**src/rtl/hv_wdg_timer.sv**
```systemverilog
// ============================================================================
// hv_wdg_timer
// ----------------------------------------------------------------------------
// Watchdog timer for the HV control path. A free-running prescaler divides
// i_clk into watchdog ticks; every tick advances a tick counter that must be
// refreshed (kicked) before it reaches the configured threshold. When the
// threshold is reached the block parks in TMO and raises a sticky error that
// the control FSM consumes as its watchdog timeout input.
//
// Parameters
//   WDG_CNT_W  width of the tick counter and of the timeout threshold
//   PRE_DIV    i_clk cycles per watchdog tick (must be >= 2)
//
// Ports
//   i_clk              sole clock, all state updates on the rising edge
//   i_rst              synchronous, active-high reset
//   i_wdg_scan_en      watchdog enable (high while the control FSM is in
//                      NML_ST/FAULT_ST); low forces IDLE with cleared counters
//   i_wdg_kick         single-cycle refresh pulse
//   i_wdg_tmo_cfg      timeout threshold in ticks, 0 disables the timeout
//   i_wdg_err_clr      single-cycle clear of the sticky timeout error
//   o_reg_wdg_tmo_err  sticky timeout error (registered)
//   o_wdg_cnt          current tick count (registered)
//   o_wdg_st           state: 0 IDLE, 1 RUN, 2 TMO (registered)
// ============================================================================
module hv_wdg_timer #(
    parameter int WDG_CNT_W = 16,
    parameter int PRE_DIV   = 100
) (
    input  logic                 i_clk,
    input  logic                 i_rst,
    input  logic                 i_wdg_scan_en,
    input  logic                 i_wdg_kick,
    input  logic [WDG_CNT_W-1:0] i_wdg_tmo_cfg,
    input  logic                 i_wdg_err_clr,
    output logic                 o_reg_wdg_tmo_err,
    output logic [WDG_CNT_W-1:0] o_wdg_cnt,
    output logic [1:0]           o_wdg_st
);

    // ------------------------------------------------------------------------
    // Local constants
    // ------------------------------------------------------------------------
    localparam int                   PRE_W    = (PRE_DIV > 2) ? $clog2(PRE_DIV) : 1;
    localparam logic [PRE_W-1:0]     PRE_LAST = PRE_W'(PRE_DIV - 1);
    localparam logic [PRE_W-1:0]     PRE_ONE  = PRE_W'(1);
    localparam logic [PRE_W-1:0]     PRE_ZERO = '0;
    localparam logic [WDG_CNT_W-1:0] CNT_ONE  = WDG_CNT_W'(1);
    localparam logic [WDG_CNT_W-1:0] CNT_ZERO = '0;

    // Encoding 2'd3 is unused; the default branch below returns it to IDLE.
    typedef enum logic [1:0] {
        ST_IDLE = 2'd0,
        ST_RUN  = 2'd1,
        ST_TMO  = 2'd2
    } wdg_st_e;

    // ------------------------------------------------------------------------
    // State registers and next-state values
    // ------------------------------------------------------------------------
    wdg_st_e              st_q,  st_d;
    logic [PRE_W-1:0]     pre_q, pre_d;
    logic [WDG_CNT_W-1:0] cnt_q, cnt_d;
    logic                 err_q, err_d;

    // Timeout raised this cycle; used so that a coincident err_clr loses.
    logic                 err_set;

    // ------------------------------------------------------------------------
    // Helper decodes
    // ------------------------------------------------------------------------
    logic                 pre_tick;
    logic                 cfg_zero;
    logic [WDG_CNT_W-1:0] cfg_m1;
    logic                 cnt_at_limit;

    assign pre_tick = (pre_q == PRE_LAST);
    assign cfg_zero = (i_wdg_tmo_cfg == CNT_ZERO);
    assign cfg_m1   = i_wdg_tmo_cfg - CNT_ONE;

    // ">=" rather than "==": if the threshold is lowered below the current
    // count mid-run, the next tick still times out instead of letting the
    // counter run on and wrap.
    assign cnt_at_limit = (cnt_q >= cfg_m1);

    // ------------------------------------------------------------------------
    // Next-state logic
    // ------------------------------------------------------------------------
    // NOTE: every signal driven here gets a default at the top of the block,
    // so no path through the case statement can leave it unassigned and infer
    // a latch.
    always_comb begin
        st_d    = st_q;
        pre_d   = pre_q;
        cnt_d   = cnt_q;
        err_set = 1'b0;

        if (!i_wdg_scan_en) begin
            // Disable outranks kick, tick, timeout and err_clr.
            st_d  = ST_IDLE;
            pre_d = PRE_ZERO;
            cnt_d = CNT_ZERO;
        end else begin
            case (st_q)
                ST_IDLE: begin
                    // Kick is ignored here; counters start from zero in RUN.
                    st_d  = ST_RUN;
                    pre_d = PRE_ZERO;
                    cnt_d = CNT_ZERO;
                end

                ST_RUN: begin
                    if (i_wdg_kick) begin
                        // Kick beats a coincident tick or timeout.
                        pre_d = PRE_ZERO;
                        cnt_d = CNT_ZERO;
                    end else if (cfg_zero) begin
                        // Timeout disabled: hold everything at zero so that
                        // enabling a threshold later starts a clean period.
                        pre_d = PRE_ZERO;
                        cnt_d = CNT_ZERO;
                    end else if (pre_tick) begin
                        pre_d = PRE_ZERO;
                        if (cnt_at_limit) begin
                            st_d    = ST_TMO;
                            cnt_d   = i_wdg_tmo_cfg;
                            err_set = 1'b1;
                        end else begin
                            cnt_d = cnt_q + CNT_ONE;
                        end
                    end else begin
                        pre_d = pre_q + PRE_ONE;
                    end
                end

                ST_TMO: begin
                    // Counters frozen, kick ignored; only err_clr leaves.
                    if (i_wdg_err_clr) begin
                        st_d  = ST_RUN;
                        pre_d = PRE_ZERO;
                        cnt_d = CNT_ZERO;
                    end
                end

                default: begin
                    st_d  = ST_IDLE;
                    pre_d = PRE_ZERO;
                    cnt_d = CNT_ZERO;
                end
            endcase
        end

        // Sticky error: a new timeout wins over a same-edge clear; otherwise
        // err_clr clears it in any state, and disable does not touch it.
        err_d = err_set | (err_q & ~i_wdg_err_clr);
    end

    // ------------------------------------------------------------------------
    // State registers
    // ------------------------------------------------------------------------
    // NOTE: clocked state uses non-blocking assignments so every register
    // samples the pre-edge values regardless of statement order.
    always_ff @(posedge i_clk) begin
        if (i_rst) begin
            st_q  <= ST_IDLE;
            pre_q <= PRE_ZERO;
            cnt_q <= CNT_ZERO;
            err_q <= 1'b0;
        end else begin
            st_q  <= st_d;
            pre_q <= pre_d;
            cnt_q <= cnt_d;
            err_q <= err_d;
        end
    end

    // ------------------------------------------------------------------------
    // Outputs: straight from flops, no input-to-output combinational path
    // ------------------------------------------------------------------------
    assign o_reg_wdg_tmo_err = err_q;
    assign o_wdg_cnt         = cnt_q;
    assign o_wdg_st          = st_q;

endmodule
```
**config.mk**
```make
export PLATFORM = sky130hd
export DESIGN_NAME = hv_wdg_timer
export DESIGN_NICKNAME = d
export VERILOG_FILES = /design/src/rtl/hv_wdg_timer.sv
export SDC_FILE = /design/constraint.sdc
export NUM_CORES = 1
export LEC_CHECK = 0
export CAP_MARGIN = 10
export CORE_AREA = 2 2 71 73
export CTS_CLUSTER_SIZE = 12
export DETAILED_ROUTE_END_ITERATION = 6
export DIE_AREA = 0 0 73 75
export HOLD_SLACK_MARGIN = 0.02
export PLACE_DENSITY_LB_ADDON = 0.3
export SYNTH_ARGS = -nofsm -noshare
export SYNTH_HDL_FRONTEND = slang
export SYNTH_SLANG_ARGS = --single-unit
```
**constraint.sdc**
```tcl
create_clock -name i_clk -period 4.6 [get_ports i_clk]
set_input_delay 1.38 -clock i_clk [delete_from_list [all_inputs] [get_ports i_clk]]
set_output_delay 1.38 -clock i_clk [all_outputs]
set_load 0.005 [all_outputs]
```
==> impl_metrics.py <==
metrics = {
    "status": {
        "status": "finished clean",
    },
    "clock_tree": {
        "cts_sinks": 26,
        "cts_tree": "done",
        "ctsHtreeMaxLevel": 1,
        "numCtsBuffers": 3,
        "cts-root-buf": "clkbuf_8",
        "clkTransAtPathRegs_ns": 0.10,
        "clockBufferDepth": 2,
        "clock_latency_ns": 0.28,
    },
    "synthesis": {
        "async_reset_ff_share_pct": 0,
        "ys_ff_latch": 26,
        "ys_seq_area_share_pct": 25.35,
        "ys_top_cells_by_area": "dfxtp_1 (25%), ha_1 (12%), nand2_1 (7.1%), a22oi_1 (5.5%), nor2_1 (3.8%)",
        "synthesis.area_sq_um": 2053,
        "yosys.area.top_type_share_pct": 25.35,
        "syn_nets": 299,
        "synth.distinct_cells": 50,
        "synth_edf_count": 0,
        "yosys_warnings": 0,
        "synthCells": 259,
        "syn_area_per_cell_sq_um": 7.927,
        "yosys.area.top_type": "dfxtp_1",
        "ys.flop_type": "dfxtp_1",
    },
    "route": {
        "drtIter0Drc": 148,
        "drt_pass1_iterations": 4,
        "wl_mm": 5.749,
        "via_per_inst": 5.696,
        "num_vias": 2176,
        "ant_nets": 0,
        "drc": 0,
        "detail_route.wl_per_cell_um": 15.05,
    },
    "timing": {
        "layout_setup_ws_ns": 0.03071,
        "skew_ns": 0.001810,
        "worstMarginPinSlew_ns": 0.6464,
        "fmax_mhz": 218.9,
        "finalSetupViolCount": 0,
        "rsz0062_at_grt": "yes",
        "slew_violations": 0,
        "fin_crit_ns": 4.569,
        "fin_setup_tns_ns": 0,
        "slew_headroom_pct": 56.72,
        "fin_crit_sh_pct": 99.33,
        "hold_viol_final": 0,
    },
    "floorplanning": {
        "start_util_pct": 44.05,
        "core_sq_um": 4661,
        "io_pins": 40,
        "die_x_um": 73,
        "die_area_sq_um": 5475,
        "rows": 25,
        "die_h_um": 75,
    },
    "worst_setup_path": {
        "r2r_start": "pre_q[0]$_SDFFE_PP0P_",
        "cp.required_ns": 4.83,
        "cp-end-kind": "register",
        "worst_setup_path_start_kind": "primary input",
        "worstPathMaxFanout": 5,
        "r2r_slack_ns": 2.21,
        "worstPathArrival_ns": 4.80,
        "reg2reg_depth": 8,
        "path_class": "in -> reg",
        "r2r-end": "o_wdg_cnt[5]$_SDFFE_PP0P_",
    },
    "global_routing": {
        "grt_pass1_vias": 1912,
        "grt_usage_pct": 21.22,
        "antenna_found_initial": 0,
        "grt_start_max_net_pins": 16,
        "grt-ovfl-total": 0,
        "grt_first_pass_wirelength_mm": 9.073,
    },
    "cells_and_area": {
        "final_core_util_pct": 62.95,
        "num-fill-cells": 407,
        "n_antenna_cell": 0,
        "syn_to_final_growth_pct": 42.90,
        "drive_gt1_share_pct": 21.95,
        "fin_nets": 369,
    },
    "placed_design": {
        "place_ws_ns": -0.5993,
        "hpwl_mm": 4.050,
        "placement.io_buffers": 39,
        "place.gp.congestion": 0.8846,
    },
    "power_and_ir_drop": {
        "power_mw": 0.4979,
        "p_leak_nw": 1.198,
        "vdd_drop_max_uv": 180.0,
        "p_per_area_nw_per_um2": 169.7,
    },
    "worst_hold_path": {
        "holdCritStartpoint": "o_reg_wdg_tmo_err$_SDFF_PP0_",
        "hp-class": "reg -> reg",
        "min_to": "o_reg_wdg_tmo_err$_SDFF_PP0_",
        "hold_depth": 1,
    },
    "flow_run": {
        "drv_cap": 0,
    },
}
[state kept, by name, indices dropped and copies added (netlist names)]
register           flops
o_wdg_cnt             16
o_reg_wdg_tmo_err      1
o_wdg_st               2
pre_q                  7
[logic make-up (layout without fill, tap and decap cells)]
group                      Yosys count  in the layout  synth area share, %
xor gates and xnor gates            14             14                5.972
AOI/OAI and AO/OA                   63             63                20.78
muxes                                2              2               0.9751
adders and majority gates           19             19                11.58
buffers and inverters                9             78                1.706
DFF                                 26             26                25.35
and+or+nand+nor                    126            126                33.64
[cell usage after synthesis, types with 7 or more instances]
cell type	number
a21oi_1	10
a22oi_1	15
and2_1	9
dfxtp_1	26
ha_1	19
nand2_1	39
nand3_1	9
nor2_1	21
nor2b_1	7
nor3_1	9
o21ai_0	14
xnor2_1	9
[worst max-delay path by stage]
stage	start	end	slack, ns
after CTS	i_wdg_tmo_cfg[4]	o_wdg_st[0]$_SDFFE_PP0P_	-0.14
final	i_wdg_tmo_cfg[4]	o_wdg_cnt[4]$_SDFFE_PP0P_	0.03
after floorplan	i_wdg_tmo_cfg[2]	o_wdg_cnt[10]$_SDFFE_PP0P_	-0.03
after detailed placement	i_wdg_tmo_cfg[2]	o_wdg_cnt[12]$_SDFFE_PP0P_	-0.60
after global placement	i_wdg_tmo_cfg[2]	o_wdg_st[0]$_SDFFE_PP0P_	-0.50
after global routing	i_wdg_tmo_cfg[3]	o_wdg_cnt[5]$_SDFFE_PP0P_	-0.11
[through the flow]
stage	std cells	hold slack (ns)	instance area, sq um
after global routing	382	0.4791	2934
after floorplan	259	0.4443	2067
after global placement	372	0.4354	2685
final	382	0.4610	2934
after CTS	380	0.4670	2845
after detailed placement	372	0.4413	2685
[per-layer routing]
| layer | GRT usage (%) | vias to the layer above | wire (um) |
|---|---|---|---|
| met5 | 0 | - | 0 |
| met4 | 7.407 | 0 | 80 |
| met3 | 1.874 | 6 | 263 |
| met2 | 34.03 | 62 | 2755 |
| met1 | 29.95 | 1009 | 2650 |
| li1 | - | 1099 | - |
[power by group]
group,switching [mW],internal (mW)
clock network,0.0813,0.117
registers,0.000530,0.226
logic,0.0350,0.0389
total,0.117,0.381
[layout by cell type (no fill, tap or decap), drive strengths merged, types with 4 or more instances in the layout]
master,n
nor2b,7
nor3,10
a22oi,15
clkdlybuf4s50,33
xor2,5
ha,19
nand3,9
nand2,39
o21ai,17
a21oi,10
and2,9
nor2,21
inv,4
nand2b,5
dfxtp,26
o21a,5
a311oi,4
xnor2,9
nand4,5
buf,34
[critical path: stages]
cell and delay [ns]:
buf_6 0.09, or3_4 0.37, or4_4 0.43, or3b_4 0.41, or2_4 0.25, nor4_4 0.14
xnor2_1 0.10, ha_1 0.30, and4_4 0.26, o2111ai_4 0.12, o32a_1 0.38, a21oi_4 0.25
buf_6 0.18, a22oi_2 0.06, nand2_1 0.08
[what timing repair did]
action                     4_1_cts  5_1_grt
gates resized for setup         29       18
setup endpoints to repair       19       19
pin swaps                       19       22
gates cloned                     0        1
hold buffers                     0        0
setup buffers                    4        1
[layout make-up]
type                       count  area, sq um  area share [%]
multi-input combinational    224         1623           55.31
clock buffer                   3        41.29           1.407
clock inverter                 1        30.03           1.023
inverter                       4        15.01          0.5117
sequential                    26        520.5           17.74
timing repair buffer          70        636.9           21.71
tap                           54        67.56           2.303
Note: power is estimated with default switching activity, not from simulation.
